**config.mk**
```make
export PLATFORM = sky130hd
export DESIGN_NAME = div_unit
export DESIGN_NICKNAME = d
export VERILOG_FILES = /design/src/rtl/div_pkg.sv /design/src/rtl/div_unit_divider.sv /design/src/rtl/div_unit.sv
export SDC_FILE = /design/constraint.sdc
export NUM_CORES = 1
export LEC_CHECK = 0
export ABC_CLOCK_PERIOD_IN_PS = 4500
export CORE_UTILIZATION = 24
export CTS_BUF_LIST = sky130_fd_sc_hd__clkbuf_8
export DETAILED_ROUTE_END_ITERATION = 12
export PLACE_DENSITY = 0.39
export RECOVER_POWER = 25
export REMOVE_ABC_BUFFERS = 1
export SYNTH_ARGS = -nofsm -noshare
export SYNTH_HDL_FRONTEND = slang
export SYNTH_SLANG_ARGS = --single-unit
```
**constraint.sdc**
```tcl
create_clock -name clk_i -period 4.5 [get_ports clk_i]
set_input_delay 0.45 -clock clk_i [delete_from_list [all_inputs] [get_ports clk_i]]
set_output_delay 0.45 -clock clk_i [all_outputs]
set_load 0.02 [all_outputs]
```
**src/rtl/div_pkg.sv**
```systemverilog
// rtl/div_pkg.sv - shared types and constants for the RV32M divide unit.
package div_pkg;

    typedef enum logic [1:0] {
        OP_DIV  = 2'b00,
        OP_DIVU = 2'b01,
        OP_REM  = 2'b10,
        OP_REMU = 2'b11
    } div_op_e;

    typedef enum logic [1:0] {
        S_IDLE = 2'b00,
        S_WAIT = 2'b01,
        S_DONE = 2'b10
    } div_state_e;

    localparam logic [31:0] DIV_BY_ZERO_Q = 32'hFFFF_FFFF;
    localparam logic [31:0] SIGNED_MIN    = 32'h8000_0000;

endpackage

```
**src/rtl/div_unit_divider.sv**
```systemverilog
// rtl/div_unit_divider.sv - 32-iteration restoring divider with stb/ack handshake.
module divider (
    input  logic        clk_i,
    input  logic        rst_i,
    input  logic        stb_i,
    input  logic        is_signed_i,
    input  logic [31:0] dividend_i,
    input  logic [31:0] divisor_i,
    output logic        ack_o,
    output logic [31:0] quotient_o,
    output logic [31:0] remainder_o
);

    typedef enum logic [1:0] {D_IDLE, D_CALC, D_FIX} dstate_e;

    dstate_e     dstate;
    logic [31:0] quo_q;
    logic [31:0] rem_q;
    logic [31:0] den_q;
    logic [4:0]  cnt_q;
    logic        neg_quo_q;
    logic        neg_rem_q;
    logic        dividend_neg;
    logic        divisor_neg;
    logic [32:0] rem_sh;
    logic [32:0] diff;

    assign dividend_neg = is_signed_i & dividend_i[31];
    assign divisor_neg  = is_signed_i & divisor_i[31];
    assign rem_sh       = {rem_q, quo_q[31]};
    assign diff         = rem_sh - {1'b0, den_q};

    // Operands are divided as magnitudes; signs are restored in D_FIX.
    always_ff @(posedge clk_i or posedge rst_i) begin
        if (rst_i) begin
            dstate      <= D_IDLE;
            quo_q       <= '0;
            rem_q       <= '0;
            den_q       <= '0;
            cnt_q       <= '0;
            neg_quo_q   <= 1'b0;
            neg_rem_q   <= 1'b0;
            ack_o       <= 1'b0;
            quotient_o  <= '0;
            remainder_o <= '0;
        end else begin
            ack_o <= 1'b0;
            case (dstate)
                D_IDLE: begin
                    if (stb_i) begin
                        quo_q     <= dividend_neg ? -dividend_i : dividend_i;
                        den_q     <= divisor_neg ? -divisor_i : divisor_i;
                        rem_q     <= '0;
                        cnt_q     <= '0;
                        neg_quo_q <= dividend_neg ^ divisor_neg;
                        neg_rem_q <= dividend_neg;
                        dstate    <= D_CALC;
                    end
                end
                D_CALC: begin
                    if (!diff[32]) begin
                        rem_q <= diff[31:0];
                        quo_q <= {quo_q[30:0], 1'b1};
                    end else begin
                        rem_q <= rem_sh[31:0];
                        quo_q <= {quo_q[30:0], 1'b0};
                    end
                    cnt_q <= cnt_q + 5'd1;
                    if (cnt_q == 5'd31) begin
                        dstate <= D_FIX;
                    end
                end
                D_FIX: begin
                    quotient_o  <= neg_quo_q ? -quo_q : quo_q;
                    remainder_o <= neg_rem_q ? -rem_q : rem_q;
                    ack_o       <= 1'b1;
                    dstate      <= D_IDLE;
                end
                default: dstate <= D_IDLE;
            endcase
        end
    end

endmodule

```
**src/rtl/div_unit.sv**
```systemverilog
// rtl/div_unit.sv - RV32M DIV/DIVU/REM/REMU unit with special-case bypass and one-entry result cache.
module div_unit
    import div_pkg::*;
#(
    parameter int ENABLE_CACHE = 1
) (
    input  logic        clk_i,
    input  logic        rst_n_i,
    input  logic        stb_i,
    input  logic [1:0]  op_i,
    input  logic [31:0] rs1_i,
    input  logic [31:0] rs2_i,
    output logic [31:0] result_o,
    output logic        ack_o
);

    div_state_e  state;
    div_op_e     op_q;
    logic [31:0] rs1_q;
    logic [31:0] rs2_q;
    logic        div_stb;
    logic        div_ack;
    logic        div_rst;
    logic [31:0] div_quo;
    logic [31:0] div_rem;
    logic        is_special;
    logic [31:0] spec_quo;
    logic [31:0] spec_rem;
    logic        cache_hit;
    logic [31:0] hit_quo;
    logic [31:0] hit_rem;
    logic        cache_wr;

    assign div_rst  = ~rst_n_i;
    assign cache_wr = (state == S_WAIT) && div_ack;

    always_comb begin
        is_special = 1'b0;
        spec_quo   = '0;
        spec_rem   = '0;
        if (rs2_i == '0) begin
            is_special = 1'b1;
            spec_quo   = DIV_BY_ZERO_Q;
            spec_rem   = rs1_i;
        end else if (!op_i[0] && rs1_i == SIGNED_MIN && rs2_i == 32'hFFFF_FFFF) begin
            is_special = 1'b1;
            spec_quo   = SIGNED_MIN;
            spec_rem   = '0;
        end
    end

    // Cached entry keeps both quotient and remainder so DIV and REM of the same operands share one division.
    if (ENABLE_CACHE != 0) begin : g_cache
        logic        valid;
        logic        c_signed;
        logic [31:0] c_rs1;
        logic [31:0] c_rs2;
        logic [31:0] c_quo;
        logic [31:0] c_rem;

        always_ff @(posedge clk_i or negedge rst_n_i) begin
            if (!rst_n_i) begin
                valid    <= 1'b0;
                c_signed <= 1'b0;
                c_rs1    <= '0;
                c_rs2    <= '0;
                c_quo    <= '0;
                c_rem    <= '0;
            end else if (cache_wr) begin
                valid    <= 1'b1;
                c_signed <= ~op_q[0];
                c_rs1    <= rs1_q;
                c_rs2    <= rs2_q;
                c_quo    <= div_quo;
                c_rem    <= div_rem;
            end
        end

        assign cache_hit = valid && (c_rs1 == rs1_i) && (c_rs2 == rs2_i) && (c_signed == ~op_i[0]);
        assign hit_quo   = c_quo;
        assign hit_rem   = c_rem;
    end else begin : g_no_cache
        assign cache_hit = 1'b0;
        assign hit_quo   = '0;
        assign hit_rem   = '0;
    end

    always_ff @(posedge clk_i or negedge rst_n_i) begin
        if (!rst_n_i) begin
            state    <= S_IDLE;
            op_q     <= OP_DIV;
            rs1_q    <= '0;
            rs2_q    <= '0;
            div_stb  <= 1'b0;
            ack_o    <= 1'b0;
            result_o <= '0;
        end else begin
            div_stb <= 1'b0;
            ack_o   <= 1'b0;
            case (state)
                S_IDLE: begin
                    if (stb_i) begin
                        op_q  <= div_op_e'(op_i);
                        rs1_q <= rs1_i;
                        rs2_q <= rs2_i;
                        if (is_special) begin
                            result_o <= op_i[1] ? spec_rem : spec_quo;
                            ack_o    <= 1'b1;
                            state    <= S_DONE;
                        end else if (cache_hit) begin
                            result_o <= op_i[1] ? hit_rem : hit_quo;
                            ack_o    <= 1'b1;
                            state    <= S_DONE;
                        end else begin
                            div_stb <= 1'b1;
                            state   <= S_WAIT;
                        end
                    end
                end
                S_WAIT: begin
                    if (div_ack) begin
                        result_o <= op_q[1] ? div_rem : div_quo;
                        ack_o    <= 1'b1;
                        state    <= S_DONE;
                    end
                end
                S_DONE:  state <= S_IDLE;
                default: state <= S_IDLE;
            endcase
        end
    end

    divider u_divider (
        .clk_i       (clk_i),
        .rst_i       (div_rst),
        .stb_i       (div_stb),
        .is_signed_i (~op_q[0]),
        .dividend_i  (rs1_q),
        .divisor_i   (rs2_q),
        .ack_o       (div_ack),
        .quotient_o  (div_quo),
        .remainder_o (div_rem)
    );

endmodule
```
==> summary.md, run 1 <==
| Metric | Value |
|---|---|
| Clock transition at path regs | `60 ps` |
| Fraction of layout cells with a size suffix above 1 | `0.154` |
| Placed Cells | `3384` |
| Post-route ant nets | `0` |
| Combinational Power Share | `0.450` |
| CTS tree | `built` |
| Reg power frac | `0.335` |
| Setup crit start kind | `register` |
| Io pins | `~100` |
| Vias | `approximately 17000` |
| Clk_lat worst skew | `between 700 and 800 ps` |
| Number of cells on the worst reg-to-reg path | `13` |
| Distinct cell type count after synthesis | `65` |
| Hold Path Origin | `rs1_i[29]` |
| HPWL Detailed | `approximately 55000 um` |
| Worst hold path class | `in -> reg` |
| Final std cells w/o fill | `approximately 3500` |
| Clock network power share | `0.216` |
| WL met2 | `~34000 um` |
| Worst endpoint required time | `around 5000 ps` |
| Synth Cell Area | `between 20000 and 25000 sq um` |
| Final setup fails | `0` |
| Worst-Margin Slew | `approximately 2700 ps` |
| Failing checks | `max-capacitance violations, max-slew violations` |
| Final Hold Vio Count | `0` |
| Die height | `approximately 300 um` |
| Total Nets Final | `2401` |
| Area delta synth->final | `18.5%` |
| Synth Flop Type | `dfrtp_1` |
| R2R Path End | `u_divider.rem_q[13]` |
| Sink Count | `approximately 400` |
| Slew Limit Headroom | `-0.816` |
| Pwr Density | `671 nW/um^2` |
| Initial Util | `0.242` |
| Setup bufs post-CTS | `0` |
| Residual DRC | `0` |
| Commonest non-fill, non-tap cell in the layout | `dfrtp_1` |
| Status | `finished, violations left` |
| CTS buffer count | `82` |
| Min Tclk post-route | `~3600 ps` |
| Vias in the first global route | `about 17000` |
| Leakage power of the design | `approximately 0.011 uW` |
| Global Route Usage Sum | `0.167` |
| Commonest non-fill, non-tap cells in the layout | `dfrtp_1 (401), o21ai_0 (257), nand2_1 (234)` |
| Metal3 WL | `2740 um` |
| Total Power | `17300 uW` |
| Worst EP arrival | `4150 ps` |
| CP cell instances | `inv_1 -> fa_1 -> nand2b_1 -> a21o_1 -> a21oi_1 -> a211oi_1 -> o41ai_2 -> buf_4 -> a211o_1 -> xor2_4 -> buf_12 -> mux2i_1 -> o21ai_0` |
| Drt total wl | `75900 um` |
| Final worst-path cycle share | `0.809` |
| Global route overflow | `0` |
| Post-synth EDFFs | `0` |
| Initial DRC count | `~1000` |
| Crit. End Element | `register` |
| Initial antenna violation count | `5` |
| Synth Warn # | `0` |
| Max Slew Vio Count | `229` |
| # resized after CTS | `0` |
| Port Buffers | `between 100 and 150` |
| H-Tree Depth | `3` |
| Mapped Cells | `~2200` |
| Flops & latches, synth | `around 400` |
| Slowest cell on crit path | `fa_1` |
| Syn Area/Cell | `9.92 sq um` |
| Async S/R FF share, synth | `1.00` |
| CTS hold repair buffers | `1` |
| Clock buffer depth | `3` |
| Slowest Stage Delay on Critical Path | `between 400 and 500 ps` |
| Met1 Wirelength | `37000 um` |
| Hold depth | `2` |
| WS Path Type | `reg -> reg` |
| Row count | `110` |
| Max FO, Critical Path | `30` |
| Reg2reg setup slack | `roughly 860 ps` |
| First-pass GRT wire length | `~110000 um` |
| RSZ-0062 raised after global routing | `no` |
| Maximum vdd drop | `about 0.42 mV` |
| Largest net degree at the start of global routing | `100` |
| Worst hold path endpoint | `rs1_q[29]` |
| Int Pwr | `9820 uW` |
| RR Startpoint | `u_divider.rem_q[0]` |
| GPL Wtd Cong | `between 0.8 and 0.9` |
| Max cap viols | `4` |
| Setup Skew | `between 50 and 60 ps` |
| P_sw | `approximately 7500 uW` |
| Vias per inst | `4.86` |
| Max layer used | `met4` |
| F_max | `about 270 MHz` |
| 1st-pass router iterations | `5` |
| Clock Root Buffer | `clkbuf_8` |
| Core footprint | `~90000 sq um` |
| Seq/Total Area, Yosys | `0.462` |
| Routed length per placed instance | `around 22 um` |
| DIE WIDTH | `slightly above 300 um` |
| Switch share | `0.433` |
| Die area | `a little over 90000 sq um` |
## per-stage QoR
stage                     hold WS [ps]  cell area (sq um)  setup TNS [ps]  utilization  worst slack, ps
after floorplan                    154              21300         -715090            -            -7780
after global placement             449              24300               0        0.270              464
after detailed placement           452              24300               0        0.270              458
after CTS                          327              25800               0        0.287              846
after global routing               407              25800               0        0.287              670
final                              462              25800               0        0.287              859
## cells in the mapped netlist, types with 8 or more instances
master | number | area (sq um)
or3_1 | 10 | 62.6
nor4_1 | 32 | 200
dfrtp_1 | 402 | 10100
o31ai_1 | 24 | 180
buf_1 | 10 | 37.5
nand4_1 | 30 | 188
o21ai_0 | 257 | 1290
o41ai_1 | 17 | 149
nand3_1 | 62 | 310
mux2_2 | 181 | 2040
nand2b_1 | 12 | 75.1
mux2i_1 | 58 | 581
a21o_1 | 50 | 375
or4_1 | 15 | 113
nor2_1 | 81 | 304
xnor2_1 | 86 | 753
a22oi_1 | 33 | 248
a211oi_1 | 36 | 270
xor2_1 | 116 | 1020
o21a_1 | 8 | 60.1
a21oi_1 | 88 | 440
nor2b_1 | 12 | 75.1
ha_1 | 38 | 475
nand2_1 | 236 | 886
o211ai_1 | 12 | 90.1
nor3_1 | 26 | 130
clkbuf_1 | 119 | 447
inv_1 | 65 | 244
## final cells by class
class                   instances  area, sq um
multi-input cells            1596        11000
repair buffers                146         1420
well taps                    1176         1470
flip-flops and latches        402        10100
fillers                      9447        64100
clock buffers                  98         1350
inverters                      65          244
clock inverters                38          216
diodes                          5         12.5
## worst max path at each step
stage                                     end  slack, ps                start
after global routing             result_o[26]        670             state[1]
after CTS                 u_divider.rem_q[13]        850  u_divider.quo_q[31]
after global placement            result_o[2]        460            rs1_i[24]
after floorplan                   result_o[0]      -7780                stb_i
final                     u_divider.rem_q[13]        860   u_divider.rem_q[0]
after detailed placement          result_o[2]        460            rs1_i[22]
## state kept, by name, indices dropped and copies added (netlist names), 2 cells and up
name / flops
u_divider.rem_q: 32
state: 2
u_divider.quotient_o: 32
op_q: 2
u_divider.den_q: 32
rs2_q: 32
u_divider.dstate: 2
g_cache.c_rs2: 32
u_divider.quo_q: 32
result_o: 32
rs1_q: 32
u_divider.remainder_o: 32
g_cache.c_quo: 32
u_divider.cnt_q: 5
g_cache.c_rem: 32
g_cache.c_rs1: 32
## power groups by stage
stage / registers, uW / logic [uW] / clock network (uW)
after global routing: 5970 / 8650 / 4040
after floorplan: 5420 / 5520 / 0
after global placement: 5820 / 7860 / 0
after detailed placement: 5860 / 7850 / 0
final: 5790 / 7780 / 3730
after CTS: 5800 / 7880 / 3880
## kinds of logic after synthesis
family	count (synthesis)	synth area share
simple gates	550	0.121
compound gates	566	0.158
fa+ha+maj	39	0.0228
xor+xnor	202	0.0813
buf+inv	198	0.0346
flops	402	0.462
mux	239	0.120
## critical path: cells and delay by family (launching register included)
family | cells | cell delay [ps]
AO/OA/AOI/OAI | 6 | 1340
XOR/XNOR | 1 | 210
adder cells (fa/ha/maj) | 1 | 470
buffers and inverters | 3 | 620
flip-flops | 1 | 380
multiplexers | 1 | 230
AND/OR/NAND/NOR | 1 | 190
## layer usage
| layer | global-route usage | vias to the layer above |
|---|---|---|
| li1 | - | 8071 |
| met1 | 0.235 | 8601 |
| met2 | 0.263 | 346 |
| met3 | 0.0270 | 117 |
| met4 | 0.0471 | 0 |
| met5 | 0 | - |
(Power assumes the default switching activity.)
==> run 2, diff against run 1 <==
--- a/config.mk
+++ b/config.mk
@@ -5,7 +5,7 @@
 export SDC_FILE = /design/constraint.sdc
 export NUM_CORES = 1
 export LEC_CHECK = 0
-export ABC_CLOCK_PERIOD_IN_PS = 4500
+export ABC_CLOCK_PERIOD_IN_PS = 3700
 export CORE_UTILIZATION = 24
 export CTS_BUF_LIST = sky130_fd_sc_hd__clkbuf_8
 export DETAILED_ROUTE_END_ITERATION = 12
==> constraint.sdc (replaced) <==
create_clock -name clk_i -period 3.7 [get_ports clk_i]
set_input_delay 0.37 -clock clk_i [delete_from_list [all_inputs] [get_ports clk_i]]
set_output_delay 0.37 -clock clk_i [all_outputs]
set_load 0.02 [all_outputs]
==> run 2 against run 1 <==
Against the previous run:
- clock power increased by 33%
- critical path depth increased by 4
- critical endpoint is now u_divider.rem_q[18]
- global-route usage increased by 0.38 points
- cell count up 1.9%
- the flow still finishes with violations (max-capacitance violations, max-slew violations)
- fmax rose by 5.2%
==> summary.md, run 2 (synthesis gave the netlist of run 1 again) <==
| Metric | Value |
|---|---|
| Status | `finished, violations left (unchanged)` |
| Failing checks | `max-capacitance violations, max-slew violations (unchanged)` |
| Clock buffer depth | `3 (unchanged)` |
| Core footprint | `89900 sq um (unchanged)` |
| Global route overflow | `0 (unchanged)` |
| Clk_lat worst skew | `700 ps (was 710 ps)` |
| Post-layout instance area | `26500 sq um (was 25800 sq um)` |
| Met3 Use GR | `0.0248 (was 0.0270)` |
| HPWL Detailed | `57000 um (was 55200 um)` |
| Max FO, Critical Path | `20 (was 30)` |
| Sink Count | `402 (unchanged)` |
| Placed Cells | `3438 (was 3384)` |
| DIE WIDTH | `303 um (unchanged)` |
| Vias | `17400 (was 17100)` |
| Io pins | `102 (unchanged)` |
| Setup Skew | `46.3 ps (was 50.1 ps)` |
| Met1 Track Usage GR | `0.241 (was 0.235)` |
| Worst endpoint required time | `4220 ps (was 5000 ps)` |
| Commonest non-fill, non-tap cells in the layout | `dfrtp_1 (401), o21ai_0 (257), nand2_1 (234) (unchanged)` |
| Min Tclk post-route | `3460 ps (was 3640 ps)` |
| Initial Util | `0.242 (unchanged)` |
| CTS tree | `built (unchanged)` |
| Final setup fails | `0 (unchanged)` |
| H-Tree Depth | `3 (unchanged)` |
| RSZ-0062 raised after global routing | `no (unchanged)` |
| First-pass GRT wire length | `117000 um (was 115000 um)` |
| Vias per inst | `4.85 (was 4.86)` |
| Residual DRC | `0 (unchanged)` |
| Initial antenna violation count | `2 (was 5)` |
| Post-layout utilization of the core | `0.295 (was 0.287)` |
| Slowest Stage Delay on Critical Path | `380 ps (was 470 ps)` |
| Maximum vdd drop | `0.432 mV (was 0.421 mV)` |
| Final worst-path cycle share | `0.935 (was 0.809)` |
| Worst-Margin Slew | `2440 ps (was 2720 ps)` |
| Setup WS post-layout | `240 ps (was 859 ps)` |
| Slew Limit Headroom | `-0.628 (was -0.816)` |
| Routed length per placed instance | `21.6 um (was 21.5 um)` |
| WS Path Type | `reg -> reg (unchanged)` |
| Area after DPL | `24800 sq um (was 24300 sq um)` |
| Slowest cell on crit path | `fa_1 (unchanged)` |
| F_max | `289 MHz (was 275 MHz)` |
| Initial DRC count | `1158 (was 1040)` |
| Clock Root Buffer | `clkbuf_8 (unchanged)` |
| CTS buffer count | `81 (was 82)` |
| Max cap viols | `2 (was 4)` |
| 1st-pass router iterations | `5 (unchanged)` |
| Fraction of layout cells with a size suffix above 1 | `0.181 (was 0.154)` |
| Pwr Density | `832 nW/um^2 (was 671 nW/um^2)` |
| CP dominant cell by count | `buf_12` |
| Port Buffers | `101 (unchanged)` |
| Die height | `303 um (unchanged)` |
| CP cell instances | `inv_1 -> buf_12 -> ha_1 -> fa_1 -> nand2b_1 -> a21o_1 -> a21oi_1 -> buf_4 -> a211oi_1 -> o41ai_2 -> buf_4 -> a211o_4 -> xor2_4 -> buf_12 -> buf_12 -> mux2i_1 -> o21ai_0 (was inv_1 -> fa_1 -> nand2b_1 -> a21o_1 -> a21oi_1 -> a211oi_1 -> o41ai_2 -> buf_4 -> a211o_1 -> xor2_4 -> buf_12 -> mux2i_1 -> o21ai_0)` |
| Max Slew Vio Count | `127 (was 229)` |
| Final Hold Vio Count | `0 (unchanged)` |
| Vias in the first global route | `17900 (was 17300)` |
| GPL Wtd Cong | `0.823 (was 0.813)` |
| M2 GR Usage | `0.270 (was 0.263)` |
| Crit. End Element | `register (unchanged)` |
| Global Route Usage Sum | `0.171 (was 0.167)` |
| Worst EP arrival | `3980 ps (was 4150 ps)` |
| Total Nets Final | `2454 (was 2401)` |
| Worst hold path class | `in -> reg (unchanged)` |
| Leakage power of the design | `0.0116 uW (was 0.0112 uW)` |
| WHS | `365 ps (was 462 ps)` |
| Place WS | `-57.1 ps (was 458 ps)` |
| Commonest non-fill, non-tap cell in the layout | `dfrtp_1 (unchanged)` |
| Post-route ant nets | `0 (unchanged)` |
| Setup bufs post-CTS | `0 (unchanged)` |
| Final std cells w/o fill | `3592 (was 3526)` |
| Largest net degree at the start of global routing | `92 (was 100)` |
| Row count | `110 (unchanged)` |
| Area delta synth->final | `21.7% (was 18.5%)` |
| Die area | `91900 sq um (unchanged)` |
| Clock transition at path regs | `60 ps (about the same)` |
| Drt total wl | `77600 um (was 75900 um)` |
| Busiest grt layer | `met2 (unchanged)` |
| Setup crit start kind | `register (unchanged)` |
## run 2: cell count changes in the layout (fill, tap and decap cells not counted), sizes merged
cell / change
buf: +53
clkinv: +10
clkbuf: +8
inv: -4
diode: -3
bufinv: +2
## run 2: routing by layer
| metal | routed length, um | part of all wire |
|---|---|---|
| met1 | 37800 | 0.49 |
| met3 | 3070 | 0.040 |
| met2 | 35100 | 0.45 |
| met4 | 1590 | 0.020 |
| met5 | 0 | 0 |
## run 2: timing repair
item                                   CTS  global route
setup endpoints to repair                0             1
hold buffers                             1             0
endpoints found under the hold margin   69             0
gates resized for setup                  0             1
## run 2: per-stage QoR
step / total power [uW] / TNS [ps]
2_1_floorplan: 13200 / -924700
3_3_place_gp: 17100 / -47.5
3_5_place_dp: 17100 / -240
4_1_cts: 22300 / 0
5_1_grt: 23700 / 0
6_report: 22100 / 0
## run 2: worst max-delay path: cells and delay by family (launching register included)
family	cells	cell delay, ps
AOI/OAI and AO/OA	6	940
xor gates and xnor gates	1	160
adders and majority gates	2	580
buffers and inverters	6	840
DFF	1	350
muxes	1	230
and+or+nand+nor	1	170
## run 2: worst paths after layout
check,depth (start not counted),endpoint,slack (ps),start
max,17,u_divider.rem_q[18],240,u_divider.quo_q[31]
min,3,op_q[1],360,op_i[1]
max reg2reg,17,u_divider.rem_q[18],240,u_divider.quo_q[31]
min reg2reg,1,g_cache.valid,470,g_cache.valid
max in group asynchronous,3,op_q[1],570,rst_n_i
min in group asynchronous,2,g_cache.c_rs2[14],960,rst_n_i
## run 2: final cells by class
type,count,area (sq um)
well taps,1176,1470
multi-input cells,1596,11000
fillers,9468,63400
clock inverters,46,313
clock buffers,105,1450
inverters,65,244
flip-flops and latches,402,10100
diodes,2,5.00
repair buffers,200,1920
## run 2: where the power goes
group          switching (uW)  leakage [uW]  internal (uW)
clock                    2190       0.00101           2780
sequential               1520       0.00529           5470
combinational            5690       0.00535           4400
==> run 3, diff against run 2 <==
--- a/config.mk
+++ b/config.mk
@@ -9,6 +9,7 @@
 export CORE_UTILIZATION = 24
 export CTS_BUF_LIST = sky130_fd_sc_hd__clkbuf_8
 export DETAILED_ROUTE_END_ITERATION = 12
+export HOLD_SLACK_MARGIN = 0.08
 export PLACE_DENSITY = 0.39
 export RECOVER_POWER = 25
 export REMOVE_ABC_BUFFERS = 1
==> results of run 3 <==
Final layout, timing and power as in run 2 (identical DEF).
